`config.mk`:
```
export PLATFORM = sky130hd
export DESIGN_NAME = spi_burst_decoder
export DESIGN_NICKNAME = d
export VERILOG_FILES = /design/src/rtl/spi_dec_pkg.sv /design/src/rtl/spi_word_deser.sv /design/src/rtl/spi_burst_decoder.sv
export SDC_FILE = /design/constraint.sdc
export NUM_CORES = 1
export LEC_CHECK = 0
export BUFFER_PORTS_ARGS = -buffer_cell sky130_fd_sc_hd__buf_2
export CAP_MARGIN = 20
export CORE_MARGIN = 8
export CORE_UTILIZATION = 30
export CTS_BUF_LIST = sky130_fd_sc_hd__clkbuf_8 sky130_fd_sc_hd__clkbuf_16
export DETAILED_ROUTE_END_ITERATION = 8
export REMOVE_ABC_BUFFERS = 1
export SLEW_MARGIN = 20
export SYNTH_ARGS = -nofsm -noshare
export SYNTH_HDL_FRONTEND = slang
export SYNTH_HIERARCHICAL = 1
export SYNTH_SLANG_ARGS = --single-unit
```
`constraint.sdc`:
```
create_clock -name sclk -period 2.3 [get_ports sclk]
set_clock_uncertainty 0.1 [all_clocks]
set_input_delay 0.46 -clock sclk [delete_from_list [all_inputs] [get_ports sclk]]
set_output_delay 0.46 -clock sclk [all_outputs]
set_load 0.02 [all_outputs]
```
`src/rtl/spi_dec_pkg.sv`:
```
// Shared types and helpers for the SPI burst decoder: FSM state encoding,
// command word field positions and the register range check.
package spi_dec_pkg;

  typedef enum logic [1:0] {
    ST_IDLE  = 2'd0,
    ST_WRITE = 2'd1,
    ST_READ  = 2'd2,
    ST_DROP  = 2'd3
  } state_e;

  // R/nW is the top bit of the command word: index WORD_W - RNW_OFS
  localparam int RNW_OFS      = 1;
  // command address field starts at this bit and is ADDR_W wide
  localparam int CMD_ADDR_LSB = 0;

  function automatic logic addr_ok(input int unsigned addr, input int unsigned num_regs);
    return addr < num_regs;
  endfunction

endpackage

```
`src/rtl/spi_word_deser.sv`:
```
// MSB-first serial-to-parallel word assembler framed by cs_n; word_done is
// combinational on the edge that will capture the last bit of a word.
module spi_word_deser #(
  parameter int WORD_W = 8
) (
  input  logic              sclk,
  input  logic              rstn,
  input  logic              cs_n,
  input  logic              mosi,
  output logic [WORD_W-1:0] word,
  output logic              word_done,
  output logic              frame_clr
);

  localparam int CNT_W = (WORD_W > 1) ? $clog2(WORD_W) : 1;

  logic [WORD_W-1:0] shreg_q, shreg_d;
  logic [CNT_W-1:0]  bitcnt_q, bitcnt_d;

  assign frame_clr = cs_n;
  assign word      = {shreg_q[WORD_W-2:0], mosi};
  assign word_done = !cs_n && (bitcnt_q == CNT_W'(WORD_W-1));

  always_comb begin
    shreg_d  = shreg_q;
    bitcnt_d = bitcnt_q;
    if (cs_n) begin
      // frame end drops any partial word
      shreg_d  = '0;
      bitcnt_d = '0;
    end else begin
      shreg_d  = word;
      bitcnt_d = word_done ? '0 : bitcnt_q + 1'b1;
    end
  end

  always_ff @(posedge sclk or negedge rstn) begin
    if (!rstn) begin
      shreg_q  <= '0;
      bitcnt_q <= '0;
    end else begin
      shreg_q  <= shreg_d;
      bitcnt_q <= bitcnt_d;
    end
  end

endmodule

```
`src/rtl/spi_burst_decoder.sv`:
```
// SPI command/burst decoder: first word of a frame is R/nW + start address,
// following words are register writes or read-address advances.
// Define SPI_BURST_EN for auto-increment bursts; otherwise one access per frame.
module spi_burst_decoder
  import spi_dec_pkg::*;
#(
  parameter int WORD_W   = 8,
  parameter int ADDR_W   = 7,
  parameter int NUM_REGS = 16
) (
  input  logic              rstn,
  input  logic              sclk,
  input  logic              cs_n,
  input  logic              mosi,
  output logic              wr_en,
  output logic [ADDR_W-1:0] wr_addr,
  output logic [WORD_W-1:0] wr_data,
  output logic [ADDR_W-1:0] rd_addr,
  output logic              rd_strobe,
  output logic              addr_err,
  output logic              busy
);

`ifdef SPI_BURST_EN
  localparam bit BURST = 1'b1;
`else
  localparam bit BURST = 1'b0;
`endif

  logic [WORD_W-1:0] word;
  logic              word_done, frame_clr;

  spi_word_deser #(.WORD_W(WORD_W)) u_deser (
    .sclk      (sclk),
    .rstn      (rstn),
    .cs_n      (cs_n),
    .mosi      (mosi),
    .word      (word),
    .word_done (word_done),
    .frame_clr (frame_clr)
  );

  state_e            state_q, state_d;
  logic              wr_en_q, wr_en_d, rd_strobe_q, rd_strobe_d, addr_err_q, addr_err_d;
  logic [ADDR_W-1:0] wr_addr_q, wr_addr_d, wr_ptr_q, wr_ptr_d, rd_addr_q, rd_addr_d;
  logic [WORD_W-1:0] wr_data_q, wr_data_d;
  logic [ADDR_W-1:0] cmd_addr;
  logic [ADDR_W:0]   wr_next, rd_next;

  assign cmd_addr = word[CMD_ADDR_LSB +: ADDR_W];
  // one extra bit so the last-register increment cannot wrap before the check
  assign wr_next  = {1'b0, wr_ptr_q} + (ADDR_W+1)'(1);
  assign rd_next  = {1'b0, rd_addr_q} + (ADDR_W+1)'(1);

  always_comb begin
    state_d     = state_q;
    wr_en_d     = 1'b0;
    rd_strobe_d = 1'b0;
    addr_err_d  = addr_err_q;
    wr_addr_d   = wr_addr_q;
    wr_ptr_d    = wr_ptr_q;
    wr_data_d   = wr_data_q;
    rd_addr_d   = rd_addr_q;
    if (frame_clr) begin
      state_d    = ST_IDLE;
      addr_err_d = 1'b0;
    end else if (word_done) begin
      case (state_q)
        ST_IDLE: begin
          if (!addr_ok(32'(cmd_addr), NUM_REGS)) begin
            state_d    = ST_DROP;
            addr_err_d = 1'b1;
          end else if (word[WORD_W-RNW_OFS]) begin
            rd_addr_d   = cmd_addr;
            rd_strobe_d = 1'b1;
            state_d     = BURST ? ST_READ : ST_DROP;
          end else begin
            wr_addr_d = cmd_addr;
            wr_ptr_d  = cmd_addr;
            state_d   = ST_WRITE;
          end
        end
        ST_WRITE: begin
          // wr_ptr is the next target; wr_addr shows the address being written
          wr_en_d   = 1'b1;
          wr_data_d = word;
          wr_addr_d = wr_ptr_q;
          if (!BURST) begin
            state_d = ST_DROP;
          end else begin
            wr_ptr_d = wr_next[ADDR_W-1:0];
            if (!addr_ok(32'(wr_next), NUM_REGS)) begin
              state_d    = ST_DROP;
              addr_err_d = 1'b1;
            end
          end
        end
        ST_READ: begin
          if (addr_ok(32'(rd_next), NUM_REGS)) begin
            rd_addr_d   = rd_next[ADDR_W-1:0];
            rd_strobe_d = 1'b1;
          end else begin
            state_d    = ST_DROP;
            addr_err_d = 1'b1;
          end
        end
        default: ;
      endcase
    end
  end

  always_ff @(posedge sclk or negedge rstn) begin
    if (!rstn) begin
      state_q     <= ST_IDLE;
      wr_en_q     <= 1'b0;
      rd_strobe_q <= 1'b0;
      addr_err_q  <= 1'b0;
      wr_addr_q   <= '0;
      wr_ptr_q    <= '0;
      wr_data_q   <= '0;
      rd_addr_q   <= '0;
    end else begin
      state_q     <= state_d;
      wr_en_q     <= wr_en_d;
      rd_strobe_q <= rd_strobe_d;
      addr_err_q  <= addr_err_d;
      wr_addr_q   <= wr_addr_d;
      wr_ptr_q    <= wr_ptr_d;
      wr_data_q   <= wr_data_d;
      rd_addr_q   <= rd_addr_d;
    end
  end

  assign wr_en     = wr_en_q;
  assign wr_addr   = wr_addr_q;
  assign wr_data   = wr_data_q;
  assign rd_addr   = rd_addr_q;
  assign rd_strobe = rd_strobe_q;
  assign addr_err  = addr_err_q;
  assign busy      = (state_q != ST_IDLE);

endmodule

```
# [After elaboration in Yosys (flattened, before gate mapping)]
# Cells that the tools add are included.
[totals] reg_bits=44 latchBits=0 ram_bits=0 romBits=0 input_bits=4 mem_count=0
[op_classes] n_addsub=2 n_mul=0 n_div=0 order_cmp=2 n_eq_ne=9 shift=0 n_mux=30 bitwise_logic=2 reduce_logical=15
[ops] cell="two-way mux 7 bit" count=6
[ops] cell="one-hot mux 7 bit (2 select lines)" count=2
[ops] cell="two-way mux 1 bit" count=12
[ops] cell="two-way mux 2 bit" count=5
[ops] cell="AND reduction 5 bit" count=2
[ops] cell="adder 7 x 1 -> 8 bit, second input constant" count=1
[ops] cell="< comparator 8 x 5 -> 1 bit, second input constant" count=1
[ops] cell="nonzero test 2 bit" count=4
[ops] cell="< comparator 7 x 5 -> 1 bit, second input constant" count=1
[ops] cell="two-way mux 3 bit" count=2
[ops] cell="inequality test 2 bit, second input constant" count=3
[ops] cell="inequality test 3 bit, second input constant" count=2
[ops] cell="one-hot mux 2 bit (3 select lines)" count=1
[ops] cell="AND reduction 3 bit" count=2
[ops] cell="AND reduction 6 bit" count=1
[ops] cell="one-hot mux 1 bit (2 select lines)" count=2
[ops] cell="AND reduction 4 bit" count=1
[ops] cell="nonzero test 4 bit" count=1
[ops] cell="adder 3 x 1 -> 3 bit, second input constant" count=1
[ops] cell="equality test 3 bit, second input constant" count=1
[ops] cell="nonzero test 3 bit" count=1
[ops] cell="equality test 2 x 1 -> 1 bit, second input constant" count=1
[ops] cell="equality test 2 bit, second input constant" count=1
[ops] cell="logical NOT 2 bit" count=1
[ops] cell="4 further kinds" count=5

# [Logic depth before layout (Yosys ltp)]
[logic_depth] word_depth=6 ltp_mapped=8

# [By module]
# The synthesis kept the hierarchy.
[modules_own_cells] module="spi_burst_decoder" n_inst=1 cells_per_inst=139 area_each_um2=1570.3
[modules_own_cells] module="spi_word_deser" n_inst=1 cells_per_inst=26 area_each_um2=386.6

# [Least setup slack after synthesis]
# OpenSTA, ideal clock, no wires.
[synth_path] kind="reg2reg" from="register u_deser.bitcnt_q[0]" to="register wr_ptr_q[0]" setup_ns=0.128 t_arrival_ns=1.789 slack_ns=0.283 stages_incl_launch_ff=8 path_buffers=1 synth_period_minus_slack_ns=2.017 path_cell_list="dfrtp_1 > ha_1 > ha_1 > nor2b_1 > nor2b_1 > and3_1 > buf_2 > mux2_1"
[synth_between] elab_chain_len=3
[synth_lines] item="start: declaration" line="spi_word_deser.sv:18" text="logic [CNT_W-1:0] bitcnt_q, bitcnt_d;"
[synth_lines] item="start signal: assignment" line="spi_word_deser.sv:43" text="bitcnt_q <= bitcnt_d;"
[synth_lines] item="equality test 3 bit" line="spi_word_deser.sv:22" text="assign word_done = !cs_n && (bitcnt_q == CNT_W'(WORD_W-1));"
[synth_lines] item="logical AND 1 bit" line="spi_word_deser.sv:22"
[synth_lines] item="net word_done" line="spi_burst_decoder.sv:31" text="logic word_done, frame_clr;"
[synth_lines] item="AND reduction 5 bit (no line)"
[synth_lines] item="end signal: assignment" line="spi_burst_decoder.sv:128" text="wr_ptr_q <= wr_ptr_d;"
[synth_lines] item="end: declaration" line="spi_burst_decoder.sv:45" text="logic [ADDR_W-1:0] wr_addr_q, wr_addr_d, wr_ptr_q, wr_ptr_d, rd_addr_q, rd_addr_d;"
# The timed path passes the listed nets, and every way through them passes these cells.
# A chain may end at the register's enable or synchronous reset.

# [Worst setup path in the final report]
[layout_path] from="register u_deser.bitcnt_q[0]" to="register wr_ptr_q[2]"
# The elaborated chain is that of the path after synthesis.

==> impl_metrics.py <==
metrics = {
    "detailed_routing": {
        "drt-pass1-iter-count": 4,
        "final_antenna_net_count": 0,
        "detail_route.iter0.violations": 53,
        "drc": 0,
        "detail_route.wl_per_cell_um": 14.7,
        "drt-vias-per-instance": 4.86,
        "detailroute.via_count": 1352,
        "drt-total-wl_mm": 4.09,
    },
    "logic_synthesis": {
        "synth.ff_latch_count": 44,
        "post_synthesis_compound_gate_area_fraction_pct": 10.3,
        "yosys.area_share.adder_pct": 3.84,
        "top_flip_flop_cell_by_instance_count_after_synthesis": "sky130_fd_sc_hd__dfrtp_1",
        "synthXorXnorAreaFrac_pct": 0,
        "avgSynthCellArea_um2": 11.9,
        "synth_edf_count": 0,
        "yosysWarningCount": 6,
        "synth_top_family_by_area": "simple AND/OR/NAND/NOR gates",
        "synth-seq-area-share_pct": 56.3,
        "synth.area.mux_share_pct": 11.0,
        "synth.largest_area_cell": "sky130_fd_sc_hd__dfrtp_1",
        "synthTopCellsByArea": "sky130_fd_sc_hd__dfrtp_1 (56%), sky130_fd_sc_hd__nor2b_1 (4.8%), sky130_fd_sc_hd__mux2i_1 (4.1%)",
        "synthSimpleGateAreaFrac_pct": 14.8,
        "post_synth_inst_count": 165,
        "yosysUniqueCellTypes": 36,
        "synth_async_sr_flop_share_pct": 100,
        "post-synth-top-area-fraction_pct": 56.3,
        "syn_area_mm2": 0.00196,
    },
    "clock_tree": {
        "clock_insertion_delay_worst_skew_ns": 0.29,
        "cts_resized": 0,
        "cts.root.buffer_cell": "sky130_fd_sc_hd__clkbuf_8",
        "numClockSinks": 44,
        "cts_hold_buf": 0,
        "ctsLongestPathBuffers": 2,
        "cts-buffers-inserted": 5,
        "cts.repair_timing.setup_buffer_count": 0,
        "tritoncts": "done",
        "cts_max_level": 2,
        "clkSlewWorstSetupHoldPaths_ns": 0.08,
    },
    "worst_setup_path": {
        "start_kind": "register",
        "crit_start": "u_deser/bitcnt_q[0]",
        "worst_ep_required_time_ns": 2.38,
        "worst_r2r_startpoint": "u_deser/bitcnt_q[0]",
        "critical_path.max_fanout": 7,
        "worst-endpoint-arrival_ns": 2.16,
        "critical_path_class": "reg2reg",
        "nature_of_the_critical_path_endpoint": "register",
    },
    "power": {
        "power_frac_comb_pct": 5.4,
        "power.density_mw_per_mm2": 657,
        "internal_power_uw": 1200,
        "vdd_ir_drop_max_uv": 253,
        "switching_power_uw": 320,
        "p_clk_share_pct": 42.0,
        "pleak_uw": 0.00119,
        "netSwitchingFraction_pct": 21.0,
        "finalPower_uw": 1520,
        "sequential_fraction_of_design_power_pct": 52.7,
    },
    "floorplanning": {
        "io_pins": 30,
        "width_of_the_chip_um": 96.8,
        "floorplan.core_area_mm2": 0.00631,
        "placementRows": 29,
        "start_util_pct": 31.0,
        "die_area_mm2": 0.00936,
        "dieHeight_um": 96.8,
    },
    "placement": {
        "place.gp.congestion": 0.742,
        "detailed_place_hpwl_mm": 3.01,
        "io_buffers": 29,
    },
    "grt": {
        "grt_overflow_total": 0,
        "grt_usage_pct": 8.90,
        "first_global_vias": 1367,
        "grt_antenna_before_repair": 0,
        "grt_max_degree": 25,
        "grt_first_pass_wirelength_mm": 6.92,
    },
    "layout": {
        "area_growth_syn_to_layout_pct": 18.6,
        "drive_gt1_share_pct": 27.4,
        "multi_input_area_um2": 781,
        "layout_common_cells": "sky130_fd_sc_hd__dfrtp_1 (44), sky130_fd_sc_hd__buf_2 (29), sky130_fd_sc_hd__nor2b_1 (15), sky130_fd_sc_hd__a21oi_1 (14), sky130_fd_sc_hd__nor2_1 (10)",
        "fin_nets": 210,
        "layout.filler_cells": 644,
        "antenna-diode-count": 0,
        "layout_commonest_cell": "sky130_fd_sc_hd__dfrtp_1",
        "register_area_mm2": 0.00110,
    },
    "timing": {
        "period_share_pct": 90.6,
        "worst-slew-pin-transition_ns": 0.544,
        "layout_min_cycle_time_ns": 2.08,
        "maxSlewHeadroom_pct": 63.7,
        "report.final.hold_viol_count": 0,
        "report.final.slew_viol_count": 0,
        "fin_setup_tns_ns": 0,
        "setup_viol": 0,
        "rsz_0062_raised_after_global_routing": "no",
        "fmax_mhz": 480,
    },
    "hold_path": {
        "hp-class": "in2async",
    },
    "status": {
        "run_status": "finished, final reports clean",
    },
    "run": {
        "drv_cap": 0,
    },
}
-- Yosys cell counts, types with 2 or more instances --
library cell and instances:
sky130_fd_sc_hd__o22ai_1 3, sky130_fd_sc_hd__nor2b_1 15, sky130_fd_sc_hd__mux2i_1 8, sky130_fd_sc_hd__a31oi_1 4, sky130_fd_sc_hd__nand2b_1 2, sky130_fd_sc_hd__nor2_1 10, sky130_fd_sc_hd__dfrtp_1 44, sky130_fd_sc_hd__mux2_2 5
sky130_fd_sc_hd__buf_6 2, sky130_fd_sc_hd__nor3b_2 2, sky130_fd_sc_hd__buf_2 3, sky130_fd_sc_hd__nor3_1 2, sky130_fd_sc_hd__o21ai_0 2, sky130_fd_sc_hd__ha_1 6, sky130_fd_sc_hd__mux2_1 7, sky130_fd_sc_hd__nand2_1 7
sky130_fd_sc_hd__nand3_1 3, sky130_fd_sc_hd__inv_1 5, sky130_fd_sc_hd__and3_1 2, sky130_fd_sc_hd__a2bb2oi_1 3, sky130_fd_sc_hd__buf_4 2, sky130_fd_sc_hd__a21oi_1 14
-- area by class of cell --
cell class              count  area share, %
flip-flops and latches     44           47.4
multi-input cells         108           33.6
repair buffers             36           8.52
clock buffers               7           4.15
well taps                  77           4.15
clock inverters             1           1.29
inverters                   5          0.809
-- power by group through the flow --
stage          registers [uW]  logic [uW]  clock network (uW)
2_1_floorplan             829        26.3                   0
5_1_grt                   806        92.6                 696
3_3_place_gp              818        83.8                   0
4_1_cts                   803        84.7                 661
6_report                  803        81.6                 639
3_5_place_dp              819        84.7                   0
-- flip-flops by register name, indices dropped and copies added (netlist names), 2 cells and up --
register          count
u_deser/bitcnt_q      3
u_deser/shreg_q       7
wr_data               8
wr_addr               7
rd_addr               7
state_q               2
wr_ptr_q              7
-- final timing paths --
check / to / slack [ns] / cells past startpoint
setup / recovery: wr_ptr_q[2] / 0.22 / 6
hold / removal: wr_addr[6] / 0.04 / 1
setup reg to reg: wr_ptr_q[2] / 0.22 / 6
hold reg to reg: u_deser/bitcnt_q[0] / 0.34 / 1
max in group asynchronous: rd_strobe / 1.50 / 2
min in group sclk: u_deser/bitcnt_q[0] / 0.34 / 1
-- layer usage --
layer	wire length, um	track usage, %
met5	0	0
met4	61	3.55
met3	172	2.92
met2	1790	12.9
met1	2070	11.9
-- per-stage QoR --
stage / area (um2) / hold slack (ns) / utilization (%) / instances / setup WS [ns]
final: 2320 / 0.0420 / 36.8 / 278 / 0.217
after global routing: 2320 / 0.0735 / 36.8 / 278 / 0.00105
after CTS: 2320 / 0.0535 / 36.8 / 278 / 0.192
after detailed placement: 2190 / 0.333 / 34.8 / 270 / 0.204
after global placement: 2190 / 0.326 / 34.8 / 270 / 0.254
after floorplan: 1900 / 0.0644 / - / 157 / 0.284
-- cell families (layout without fill, tap and decap cells) --
logic type                 Yosys count  after routing
muxes                               20             20
DFF                                 44             44
adders and majority gates            6              6
buffers and inverters               13             49
AOI/OAI and AO/OA                   32             32
and+or+nand+nor                     50             50
-- worst max-delay path: stages (launching register included) --
cell                      delay [ns]
sky130_fd_sc_hd__dfrtp_1        0.37
sky130_fd_sc_hd__ha_1           0.15
sky130_fd_sc_hd__ha_1           0.15
sky130_fd_sc_hd__nor2b_1        0.31
sky130_fd_sc_hd__nor2b_1        0.20
sky130_fd_sc_hd__and3_1         0.34
sky130_fd_sc_hd__mux2_1         0.35
(Power assumes the default switching activity.)
